--- config.mk ---
export PLATFORM = sky130hd
export DESIGN_NAME = instr_fetch
export DESIGN_NICKNAME = d
export VERILOG_FILES = /design/src/rtl/instr_fetch_pkg.sv /design/src/rtl/instr_fetch_fifo.sv /design/src/rtl/instr_fetch.sv
export SDC_FILE = /design/constraint.sdc
export NUM_CORES = 1
export LEC_CHECK = 0
export CORE_ASPECT_RATIO = 2
export CORE_MARGIN = 3
export CORE_UTILIZATION = 60
export CTS_CLUSTER_SIZE = 14
export DETAILED_ROUTE_END_ITERATION = 10
export PLACE_DENSITY = 0.85
export SETUP_SLACK_MARGIN = 0.15
export SLEW_MARGIN = 20
export SYNTH_ARGS = -nofsm -noshare
export SYNTH_HDL_FRONTEND = slang
export SYNTH_SLANG_ARGS = --single-unit
--- constraint.sdc ---
create_clock -name clk -period 5.33 [get_ports clk]
set_input_delay 1.066 -clock clk [delete_from_list [all_inputs] [get_ports clk]]
set_output_delay 1.066 -clock clk [all_outputs]
set_load 0.02 [all_outputs]
--- src/rtl/instr_fetch_pkg.sv ---
`default_nettype none
// +--------------------------------------------------------------------+
// | instr_fetch_pkg: shared types and constants for the fetch stage     |
// | Rev 1.0                                                             |
// +--------------------------------------------------------------------+
package instr_fetch_pkg;

    typedef logic [31:0] instr_t;

    localparam logic [31:0] FETCH_PC_INC = 32'd4;

    typedef enum logic [0:0] {
        FETCH_RUN   = 1'b0,
        FETCH_DRAIN = 1'b1
    } fetch_state_t;

endpackage
`default_nettype wire

--- src/rtl/instr_fetch_fifo.sv ---
`default_nettype none
// +--------------------------------------------------------------------+
// | instr_fetch_fifo: synchronous FIFO with flush, power-of-2 depth     |
// | Rev 1.0                                                             |
// +--------------------------------------------------------------------+
module instr_fetch_fifo #(
    parameter int WIDTH = 32,
    parameter int DEPTH = 4
) (
    input  logic                   clk,
    input  logic                   rst,
    input  logic                   i_push,
    input  logic [WIDTH-1:0]       i_wdata,
    input  logic                   i_pop,
    input  logic                   i_flush,
    output logic [WIDTH-1:0]       o_rdata,
    output logic [$clog2(DEPTH):0] o_count,
    output logic                   o_full,
    output logic                   o_empty
);
    localparam int            AW       = $clog2(DEPTH);
    localparam logic [AW:0]   FULL_CNT = DEPTH[AW:0];

    logic [WIDTH-1:0] r_mem [DEPTH];
    logic [AW-1:0]    r_wr_ptr;
    logic [AW-1:0]    r_rd_ptr;
    logic [AW:0]      r_count;
    logic             w_push;
    logic             w_pop;

    // Flush dominates any push/pop issued in the same cycle.
    assign w_push = i_push && !i_flush;
    assign w_pop  = i_pop && !i_flush;

    always_ff @(posedge clk) begin
        if (rst || i_flush) begin
            r_wr_ptr <= '0;
            r_rd_ptr <= '0;
            r_count  <= '0;
        end else begin
            if (w_push) r_wr_ptr <= r_wr_ptr + AW'(1);
            if (w_pop)  r_rd_ptr <= r_rd_ptr + AW'(1);
            r_count <= r_count + {{AW{1'b0}}, w_push} - {{AW{1'b0}}, w_pop};
        end
    end

    always_ff @(posedge clk) begin
        if (w_push) r_mem[r_wr_ptr] <= i_wdata;
    end

    always_ff @(posedge clk) begin
        if (!rst) begin
            assert (!(w_push && o_full));
            assert (!(w_pop && o_empty));
        end
    end

    assign o_rdata = r_mem[r_rd_ptr];
    assign o_count = r_count;
    assign o_full  = (r_count == FULL_CNT);
    assign o_empty = (r_count == '0);

endmodule
`default_nettype wire

--- src/rtl/instr_fetch.sv ---
`default_nettype none
// +--------------------------------------------------------------------+
// | instr_fetch: sequential PC fetch, buffering and redirect flushing   |
// | Option macro: FETCH_MISALIGN_EN (sticky FAULT on misaligned target) |
// | Rev 1.0                                                             |
// +--------------------------------------------------------------------+
module instr_fetch
    import instr_fetch_pkg::*;
#(
    parameter logic [31:0] RESET_PC   = 32'h0000_0000,
    parameter int          FIFO_DEPTH = 4
) (
    input  logic        clk,
    input  logic        rst,
    output logic        o_mem_req,
    output logic [31:0] o_mem_addr,
    input  logic        i_mem_gnt,
    input  logic        i_mem_rvalid,
    input  logic [31:0] i_mem_rdata,
    output instr_t      o_instr,
    output logic [31:0] o_instr_pc,
    output logic        o_instr_valid,
    input  logic        i_instr_ready,
    input  logic        i_redirect,
    input  logic [31:0] i_redirect_pc,
    output logic        o_fault
);
    localparam int            CW         = $clog2(FIFO_DEPTH) + 1;
    localparam logic [CW-1:0] MAX_CREDIT = FIFO_DEPTH[CW-1:0];

    fetch_state_t  r_state;
    fetch_state_t  w_state_nxt;
    logic [31:0]   r_pc;
    logic [CW-1:0] r_inflight;
    logic [CW-1:0] r_drop;
    logic [CW-1:0] w_inflight_nxt;
    logic [CW-1:0] w_drop_nxt;
    logic [CW-1:0] w_ibuf_count;
    logic [CW-1:0] w_pcq_count;
    logic [63:0]   w_ibuf_rdata;
    logic [31:0]   w_pcq_rdata;
    logic [31:0]   w_redirect_pc;
    logic          w_ibuf_empty;
    logic          w_ibuf_full_unused;
    logic          w_pcq_full_unused;
    logic          w_pcq_empty_unused;
    logic          w_fault;
    logic          w_req;
    logic          w_fire;
    logic          w_accept;
    logic          w_pop;

`ifdef FETCH_MISALIGN_EN
    logic r_fault;

    always_ff @(posedge clk) begin
        if (rst)             r_fault <= 1'b0;
        else if (i_redirect) r_fault <= |i_redirect_pc[1:0];
    end

    assign w_fault = r_fault;
`else
    logic w_misalign_unused;

    assign w_misalign_unused = ^i_redirect_pc[1:0];
    assign w_fault           = 1'b0;
`endif

    assign w_redirect_pc = {i_redirect_pc[31:2], 2'b00};

    always_comb begin
        w_req          = 1'b0;
        w_fire         = 1'b0;
        w_accept       = 1'b0;
        w_pop          = 1'b0;
        w_drop_nxt     = r_drop;
        w_inflight_nxt = r_inflight;
        w_state_nxt    = r_state;

        // Buffered plus outstanding words never exceed the buffer size.
        w_req    = !rst && (r_state == FETCH_RUN) && !w_fault
                   && ((w_ibuf_count + r_inflight) < MAX_CREDIT);
        w_fire   = w_req && i_mem_gnt;
        w_accept = i_mem_rvalid && (r_drop == '0) && !i_redirect;
        w_pop    = o_instr_valid && i_instr_ready && !i_redirect;

        if (i_redirect) begin
            // Every read still owed by memory becomes a discard, including this cycle's grant.
            w_drop_nxt     = r_drop + r_inflight + {{(CW-1){1'b0}}, w_fire}
                             - {{(CW-1){1'b0}}, i_mem_rvalid};
            w_inflight_nxt = '0;
        end else begin
            w_drop_nxt     = r_drop - {{(CW-1){1'b0}}, (i_mem_rvalid && (r_drop != '0))};
            w_inflight_nxt = r_inflight + {{(CW-1){1'b0}}, w_fire}
                             - {{(CW-1){1'b0}}, w_accept};
        end

        w_state_nxt = (w_drop_nxt != '0) ? FETCH_DRAIN : FETCH_RUN;
    end

    always_ff @(posedge clk) begin
        if (rst) r_state <= FETCH_RUN;
        else     r_state <= w_state_nxt;
    end

    always_ff @(posedge clk) begin
        if (rst) begin
            r_pc       <= RESET_PC;
            r_inflight <= '0;
            r_drop     <= '0;
        end else begin
            r_inflight <= w_inflight_nxt;
            r_drop     <= w_drop_nxt;
            if (i_redirect)  r_pc <= w_redirect_pc;
            else if (w_fire) r_pc <= r_pc + FETCH_PC_INC;
        end
    end

    always_ff @(posedge clk) begin
        if (!rst) begin
            assert (!(i_mem_rvalid && (r_drop == '0) && (r_inflight == '0)));
            assert ((w_ibuf_count + r_inflight) <= MAX_CREDIT);
            assert (w_pcq_count == r_inflight);
        end
    end

    instr_fetch_fifo #(
        .WIDTH (64),
        .DEPTH (FIFO_DEPTH)
    ) u_ibuf (
        .clk     (clk),
        .rst     (rst),
        .i_push  (w_accept),
        .i_wdata ({i_mem_rdata, w_pcq_rdata}),
        .i_pop   (w_pop),
        .i_flush (i_redirect),
        .o_rdata (w_ibuf_rdata),
        .o_count (w_ibuf_count),
        .o_full  (w_ibuf_full_unused),
        .o_empty (w_ibuf_empty)
    );

    // PCs of granted reads, consumed in return order to tag each word.
    instr_fetch_fifo #(
        .WIDTH (32),
        .DEPTH (FIFO_DEPTH)
    ) u_pcq (
        .clk     (clk),
        .rst     (rst),
        .i_push  (w_fire),
        .i_wdata (r_pc),
        .i_pop   (w_accept),
        .i_flush (i_redirect),
        .o_rdata (w_pcq_rdata),
        .o_count (w_pcq_count),
        .o_full  (w_pcq_full_unused),
        .o_empty (w_pcq_empty_unused)
    );

    assign o_mem_req     = w_req;
    assign o_mem_addr    = r_pc;
    assign o_instr_valid = !w_ibuf_empty;
    assign {o_instr, o_instr_pc} = o_instr_valid ? w_ibuf_rdata : 64'd0;
    assign o_fault       = w_fault;

endmodule
`default_nettype wire
==> run metrics, run 1 <==
worst hold path depth 2; CP Launch Type flop; Seq/Total Area, Yosys 0.728; Area after DPL 0.0187 mm^2; routability cong. 0.872; Final Skew 0.0113 ns; slew margin rel. 0.419; number of setup buffers added after CTS 0; Worst VDD drop 0.000247 V; detailed placement HPWL 20200 um; Period Utilization, post-route 0.752; final hold vios 0; slowest cell on the critical path dfxtp_4; post-cts sizing count 0; Synth area leaders edfxtp_1 (67%), mux4_2 (12%), dfxtp_1 (6.3%); final WL 32500 um; Hold Path Sink u_pcq.r_wr_ptr[1]; count of final setup violators 0; reg2reg end r_state; Layout Utilization 0.727; share of layout cells above drive strength 1 0.150; leakage power 6.17 nW; Clk pin slew, worst setup/hold paths 0.06 ns; ANT nets after route 0; Tmin final 4.01 ns; commonest non-fill, non-tap cell in the layout edfxtp_1; vias per inst 6.00; pwr/cell area 350 mW/mm^2; Max Cap Viol 0; clock sinks 420; Highest Clock Rate 250 MHz; setup_tns 0 ns; port buffer count 161; fin area 0.0197 mm^2; largest net degree at the start of global routing 65; io pins 169; Critical Path Stages 4; Data required, critical path 4.26 ns; P&R area growth vs syn 18.7%; hold buffers post-CTS 0; Ys Warns 0; Worst Hold Launch u_pcq.r_wr_ptr[1]; FF+latch count, synth 420; via count 8652; core area 0.0271 mm^2; Nets 1168; Total GRT Usage 0.227; FP Rows 85; GR Overflow Total 0; Starting DRT DRC Count 591; H-tree levels 2; Die Wd 124 um; HP Class flop to flop; number of synthesized flops with an enable pin 368; RSZ-0062 raised after global routing false; sequence of cells on the critical path buf_12, mux4_2, nor2b_1, clkdlybuf4s50_1; die height 241 um; Synth Cell Area 0.0166 mm^2; Bufs on Longest Clock Path 3; Async SR Flop Fraction 0; most frequent cells in the layout edfxtp_1 (368), clkdlybuf4s50_1 (161), mux4_2 (92); CP Max Fanout 34; Worst Path Buf+Inv 2; CP delay by family, top buffers and inverters; DR WL/cell 22.6 um; post-synth top area share 0.665; largest area contributor in the netlist edfxtp_1; initial cell density of the core 0.613; Residual DRC 0; WP data arrival 2.94 ns; Worst-Skew Late Latency 0.50 ns; antenna violations before repair 0; Slowest Stage Delay on Critical Path 0.79 ns; CTS tree yes; status completed; vias in the first global route 9250; Die ar. 0.0298 mm^2; Inserted Diodes 0; Num CTS Buffers 36; Final Max Tran Viols 0; worst reg-to-reg path cell count 12; R2R Setup Slk 1.48 ns; first-pass GRT wire length 51100 um; Worst-Margin Slew 0.871 ns; kind of critical path flop to output port; Netlist cell types 50; Gate Count Post-Synth 903; Mean Syn Cell Area 18.4 um^2; root buf cell clkbuf_16; critical path endpoint category output port; Pre-antenna DRT Iters 5; Main synth FF type edfxtp_1; R2R Path Start u_ibuf.o_count[1]
==> sequential cells by signal, indices dropped and copies added, names as in the netlist, named ones only <==
| name | flops |
|---|---|
| o_mem_addr | 30 |
| r_inflight | 3 |
| u_ibuf.r_mem | 248 |
| u_ibuf.r_wr_ptr | 2 |
| u_pcq.r_rd_ptr | 2 |
| u_ibuf.r_rd_ptr | 2 |
| u_pcq.r_wr_ptr | 2 |
| u_pcq.r_mem | 120 |
| u_ibuf.o_count | 3 |
| r_drop | 3 |
| r_state | 1 |
==> worst min-delay path: cells and delay by family (launching register included) <==
family / cells / cell delay [ns]
flops: 1 / 0.34
compound gates: 1 / 0.05
simple gates: 1 / 0.07
==> cell usage after synthesis (all sizes together), types with 3 or more instances <==
cell	instances
nor2	43
o21ai	7
dfxtp	52
edfxtp	368
nor2b	62
clkbuf	29
nor3	11
xnor2	17
inv	22
mux4	92
a31oi	6
nand4	10
o22ai	6
ha	18
fa	4
a311oi	7
nand3	12
a211oi	13
nor4	5
or4	3
and2	18
buf	19
a21oi	4
and4	6
nand2	27
or3	7
xor2	13
==> final cells by class <==
cell class	instances	area [um^2]
Clock buffer	55	1000
Clock inverter	1	5.00
Fill cell	1644	7410
Inverter	22	82.6
Multi-Input combinational cell	417	4260
Sequential cell	420	12100
Tap cell	348	435
Timing Repair Buffer	179	1820
==> power by group <==
part,internal [W],switching (W)
combinational,0.000353,0.000384
clock,0.00129,0.00104
sequential,0.00374,0.0000972
total,0.00538,0.00152
==> per-layer routing <==
metal  vias up  wire (um)  track usage
met1      4364      11500        0.270
li1       3879          -            -
met4         0       1240       0.0928
met2       326      18300        0.415
met5         -          0            0
met3        83       1450       0.0231
==> how the worst max path moves through the flow <==
stage	from	to
floorplan	i_mem_rvalid	u_ibuf.r_mem[0][10]
global placement	rst	r_state
detailed placement	rst	r_state
CTS	flop	o_instr_pc[12]
global route	flop	o_instr_pc[12]
finish	flop	o_instr_pc[12]
==> per-stage QoR <==
stage	total power [W]	hold WS, ns	worst slack [ns]	instances
floorplan	0.00432	0.469	1.34	907
global placement	0.00461	0.482	0.919	1386
global route	0.00714	0.549	1.09	1442
finish	0.00690	0.503	1.32	1442
detailed placement	0.00464	0.498	0.887	1386
CTS	0.00696	0.507	1.19	1442
==> cells by family (layout without fill, tap and decap cells) <==
group	Yosys count	count (layout)	synth area share
other	1	5	0.000226
AND/OR/NAND/NOR	212	212	0.0700
multiplexers	94	94	0.126
adder cells (fa/ha/maj)	22	22	0.0184
flip-flops	420	420	0.728
AO/OA/AOI/OAI	53	53	0.0227
XOR/XNOR	31	31	0.0176
buffers and inverters	70	257	0.0171
Note: power is estimated with default switching activity, not from simulation.
==> run 2: changes to the inputs <==
--- a/config.mk
+++ b/config.mk
@@ -7,10 +7,10 @@
 export LEC_CHECK = 0
 export CORE_ASPECT_RATIO = 2
 export CORE_MARGIN = 3
-export CORE_UTILIZATION = 60
+export CORE_UTILIZATION = 57
 export CTS_CLUSTER_SIZE = 14
 export DETAILED_ROUTE_END_ITERATION = 10
-export PLACE_DENSITY = 0.85
+export PLACE_DENSITY = 0.81
 export SETUP_SLACK_MARGIN = 0.15
 export SLEW_MARGIN = 20
 export SYNTH_ARGS = -nofsm -noshare
==> constraint.sdc (replaced) <==
create_clock -name clk -period 4.1 [get_ports clk]
set_input_delay 0.82 -clock clk [delete_from_list [all_inputs] [get_ports clk]]
set_output_delay 0.82 -clock clk [all_outputs]
set_load 0.02 [all_outputs]
==> run metrics, run 2 (synthesized netlist as in run 1, its figures left out) <==
routability cong. 0.902 (+3.4%); fillcell total 1822 (+11%); number of setup buffers added after CTS 0 (unchanged); vias in the first global route 9168 (-0.89%); vias per inst 5.91 (-1.4%); root buf cell clkbuf_16; Period Utilization, post-route 0.913; share of layout cells above drive strength 1 0.155 (+0.00555); count of final setup violators 0 (unchanged); FF/Latch Area 0.0121 mm^2 (about the same); WP data arrival 2.92 ns (-0.02 ns); Residual DRC 0 (unchanged); Pre-antenna DRT Iters 4 (-1); Die ar. 0.0314 mm^2 (+5.1%); Final Max Tran Viols 0 (unchanged); Largest Register u_ibuf.r_mem; post-cts sizing count 0 (unchanged); GR Overflow Total 0 (unchanged); area occupied by multi-input gates 0.00426 mm^2 (unchanged); HP Class flop to flop; Worst-Margin Slew 0.853 ns (-0.0177 ns); largest net degree at the start of global routing 64 (-1.5%); Nets 1173 (+0.43%); RSZ-0062 raised after global routing false; Worst VDD drop 0.000332 V (+34%); Inserted Diodes 0 (unchanged); Tmin final 3.74 ns; slew margin rel. 0.431 (+0.0118); final hold vios 0 (unchanged); setup_tns 0 ns (unchanged); Highest Clock Rate 267 MHz; most frequent cells in the layout edfxtp_1 (368), clkdlybuf4s50_1 (161), mux4_2 (92); pwr/cell area 457 mW/mm^2 (+31%); ANT nets after route 0 (unchanged); Die Wd 127 um (+2.5%); final WL 32200 um (-1.0%); clock sinks 420 (unchanged); Starting DRT DRC Count 505 (-15%); Worst-Skew Late Latency 0.51 ns (about the same); Total GRT Usage 0.209 (-0.0175); DR WL/cell 22.1 um (-2.0%); max FFs per register 248 (unchanged); antenna violations before repair 0 (unchanged); worst hold slack 0.506 ns (+0.00254 ns); Final Skew 0.0128 ns (+0.00150 ns); initial cell density of the core 0.585 (-0.0278); leakage power 6.22 nW (+0.70%); Data required, critical path 3.28 ns (-0.98 ns); Clk pin slew, worst setup/hold paths 0.06 ns (about the same); H-tree levels 2 (unchanged); Layout Utilization 0.697 (-0.0298); die height 247 um (+2.5%); Max Cap Viol 0 (unchanged); critical path endpoint category output port; commonest non-fill, non-tap cell in the layout edfxtp_1; status completed; FP Rows 87 (+2.4%); kind of critical path flop to output port; CP Launch Type flop; via count 8610 (-0.49%); hold buffers post-CTS 0 (unchanged); io pins 169 (unchanged); port buffer count 161 (unchanged); CP Max Fanout 7 (-79%); Bufs on Longest Clock Path 3 (unchanged); P&R area growth vs syn 19.2%; core area 0.0284 mm^2 (+4.8%); Num CTS Buffers 36 (unchanged); CTS tree yes; first-pass GRT wire length 50700 um (-0.85%); detailed placement HPWL 19700 um (-2.0%)
-- run 2: cell types whose count changed in the layout (fill, tap and decap cells not counted) --
cell       change
dfxtp_2        +1
buf_4          +4
dfxtp_1        -1
bufinv_16      +1
buf_12         +1
-- run 2: per-layer routing --
| layer | track usage | up-vias | part of all wire |
|---|---|---|---|
| met4 | 0.0850 | 0 | 0.040 |
| met3 | 0.0254 | 79 | 0.038 |
| li1 | - | 3889 | - |
| met1 | 0.251 | 4380 | 0.37 |
| met5 | 0 | - | 0 |
| met2 | 0.382 | 262 | 0.55 |
-- run 2: final timing paths --
path	from	endpoint	slack (ns)	depth (start not counted)
setup / recovery	u_ibuf.o_count[1]	o_mem_req	0.36	5
hold / removal	u_pcq.r_wr_ptr[1]	u_pcq.r_wr_ptr[1]	0.51	2
setup reg to reg	u_ibuf.o_count[1]	r_state	0.80	12
hold reg to reg	u_pcq.r_wr_ptr[1]	u_pcq.r_wr_ptr[1]	0.51	2
-- run 2: power breakdown --
group          internal [W]  switching, W  total (W)
logic              0.000471      0.000506   0.000977
registers           0.00486      0.000119    0.00498
clock network       0.00174       0.00135    0.00309
-- run 2: final cells by class --
| class | instances | area share |
|---|---|---|
| multi-input cells | 417 | 0.215 |
| flip-flops and latches | 420 | 0.611 |
| well taps | 356 | 0.0225 |
| clock buffers | 55 | 0.0507 |
| clock inverters | 2 | 0.00177 |
| inverters | 22 | 0.00417 |
| repair buffers | 184 | 0.0945 |
-- run 2: critical path, stage by stage, from the launching register on --
cell             delay, ns
dfxtp_1               0.45
ha_1                  0.28
a31oi_1               0.35
xor2_1                0.66
nor3_1                0.11
clkdlybuf4s50_1       0.57
-- run 2: metrics by stage --
step	worst slack (ns)	instance area, um^2	cells	total power [W]
4_1_cts	0.381	19800	1456	0.00916
3_3_place_gp	0.589	18800	1399	0.00601
6_report	0.358	19800	1456	0.00905
5_1_grt	0.242	19800	1456	0.00941
3_5_place_dp	0.553	18800	1399	0.00605
2_1_floorplan	0.356	16600	907	0.00562
==> run 3: changes to the inputs <==
--- a/config.mk
+++ b/config.mk
@@ -7,10 +7,12 @@
 export LEC_CHECK = 0
 export CORE_ASPECT_RATIO = 2
 export CORE_MARGIN = 3
-export CORE_UTILIZATION = 57
+export CORE_UTILIZATION = 60
 export CTS_CLUSTER_SIZE = 14
 export DETAILED_ROUTE_END_ITERATION = 10
-export PLACE_DENSITY = 0.81
+export DONT_BUFFER_PORTS = 1
+export PLACE_DENSITY = 0.77
+export RECOVER_POWER = 25
 export SETUP_SLACK_MARGIN = 0.15
 export SLEW_MARGIN = 20
 export SYNTH_ARGS = -nofsm -noshare
==> run metrics, run 3 (synthesized netlist as in run 1, its figures left out) <==
commonest non-fill, non-tap cell in the layout edfxtp_1; antenna violations before repair 0 (unchanged); GR Overflow Total 0 (unchanged); slowest cell on the critical path fa_1; ANT nets after route 0 (unchanged); root buf cell clkbuf_16; reg2reg end r_state; CTS tree yes; Die Wd 124 um (-2.4%); RSZ-0062 raised after global routing false; detailed placement HPWL 18700 um (-5.5%); Starting DRT DRC Count 479 (-5.1%); final hold vios 0 (unchanged); worst reg-to-reg path cell count 12 (unchanged); P&R area growth vs syn 9.66%; port buffer count 0 (-100%); final WL 30000 um (-7.0%); pwr/cell area 492 mW/mm^2 (+7.7%); max FFs per register 248 (unchanged); first-pass GRT wire length 46800 um (-7.7%); largest net degree at the start of global routing 64 (unchanged); Tmin final 3.48 ns (-0.260 ns); H-tree levels 2 (unchanged); Clk pin slew, worst setup/hold paths 0.07 ns (about the same); kind of critical path flop to flop; WP data arrival 3.89 ns (+0.97 ns); CP Max Fanout 12 (+5); leakage power 5.64 nW (-9.3%); vias in the first global route 8409 (-8.3%); slew margin rel. 0.406 (-0.0255); number of setup buffers added after CTS 0 (unchanged); Layout Utilization 0.672 (-0.0252); Inserted Diodes 0 (unchanged); HP Class input port to flop; FP Rows 85 (-2.3%); Area after DPL 0.0171 mm^2 (-8.9%); Num CTS Buffers 37 (+2.8%); Worst VDD drop 0.000374 V (+13%); Total GRT Usage 0.206 (-0.00279); hold buffers post-CTS 0 (unchanged); status completed; Worst Hold Launch rst; R2R Setup Slk 0.62 ns (-0.18 ns); Bufs on Longest Clock Path 3 (unchanged); Max Cap Viol 0 (unchanged); routability cong. 0.867 (-3.8%); core area 0.0271 mm^2 (-4.5%); io pins 169 (unchanged); DR WL/cell 23.3 um (+5.3%); Pre-antenna DRT Iters 5 (+1); sequence of cells on the critical path ha_1, a31oi_1, xnor2_2, nand2_1, inv_1, fa_1, fa_1, xnor3_1, nor2_1, a21oi_1, xor2_1, a31oi_1; R2R Path Start u_ibuf.o_count[1]; via count 7932 (-7.9%); Final Max Tran Viols 0 (unchanged); Highest Clock Rate 287 MHz (+7.5%); CP Launch Type flop; vias per inst 6.17 (+4.3%); Worst-Skew Late Latency 0.53 ns (+0.02 ns); Largest Register u_ibuf.r_mem; post-cts sizing count 0 (unchanged); Die ar. 0.0298 mm^2 (-4.8%); Slowest Stage Delay on Critical Path 0.45 ns (-0.21 ns); most frequent cells in the layout edfxtp_1 (368), mux4_2 (92), nor2b_1 (62); Final Skew 0.0254 ns (+0.0126 ns); clock sinks 420 (unchanged); Residual DRC 0 (unchanged); Hold Path Sink r_drop[1]; fin area 0.0182 mm^2 (-8.0%); critical path endpoint category flop; fillcell total 1766 (-3.1%); share of layout cells above drive strength 1 0.179 (+0.0236); setup_tns 0 ns (unchanged); initial cell density of the core 0.613 (+0.0278); worst hold path depth 1 (-1); Worst-Margin Slew 0.890 ns (+0.0373 ns); Nets 1008 (-14%); count of final setup violators 0 (unchanged); Period Utilization, post-route 0.849 (-0.0635); Crit. Startpoint u_ibuf.o_count[1]; die height 241 um (-2.5%); Data required, critical path 4.51 ns (+1.23 ns)
==> run 3: per-stage QoR <==
step | std cells | total power, W | hold WS, ns | worst slack [ns]
detailed placement | 1225 | 0.00581 | 0.494 | 0.635
global route | 1286 | 0.00930 | 0.342 | 0.351
CTS | 1286 | 0.00906 | 0.339 | 0.606
finish | 1286 | 0.00896 | 0.354 | 0.618
global placement | 1225 | 0.00578 | 0.483 | 0.682
floorplan | 907 | 0.00562 | 0.469 | 0.356
==> run 3: worst max path at each step <==
stage	endpoint	slack [ns]	depth (start not counted)
finish	r_state	0.62	12
global route	r_state	0.35	12
CTS	r_state	0.61	12
detailed placement	r_state	0.64	12
global placement	r_state	0.68	12
floorplan	u_ibuf.r_mem[2][10]	0.36	3
==> run 3: worst max-delay path: cells and delay by family, from the launching register on <==
| kind | cells | cell delay [ns] |
|---|---|---|
| simple gates | 2 | 0.18 |
| compound gates | 3 | 0.62 |
| flops | 1 | 0.43 |
| xor+xnor | 3 | 0.80 |
| fa+ha+maj | 3 | 1.10 |
| buf+inv | 1 | 0.22 |
==> run 3: power by group <==
part	internal [W]	switching (W)
Clock	0.00186	0.00140
Sequential	0.00486	0.000138
Combinational	0.000290	0.000417
Total	0.00701	0.00195
==> run 3: area by class of cell <==
| cell class | count | area [um^2] | share of cell area |
|---|---|---|---|
| inverters | 22 | 82.6 | 0.00453 |
| flip-flops and latches | 420 | 12100 | 0.664 |
| well taps | 348 | 435 | 0.0239 |
| multi-input cells | 417 | 4260 | 0.234 |
| clock buffers | 51 | 1020 | 0.0560 |
| repair buffers | 18 | 223 | 0.0122 |
| clock inverters | 10 | 95.1 | 0.00522 |
==> run 3: metal layers <==
metal | part of all wire | track usage
met1 | 0.35 | 0.246
met2 | 0.54 | 0.364
met3 | 0.063 | 0.0376
met4 | 0.043 | 0.0901
met5 | 0 | 0
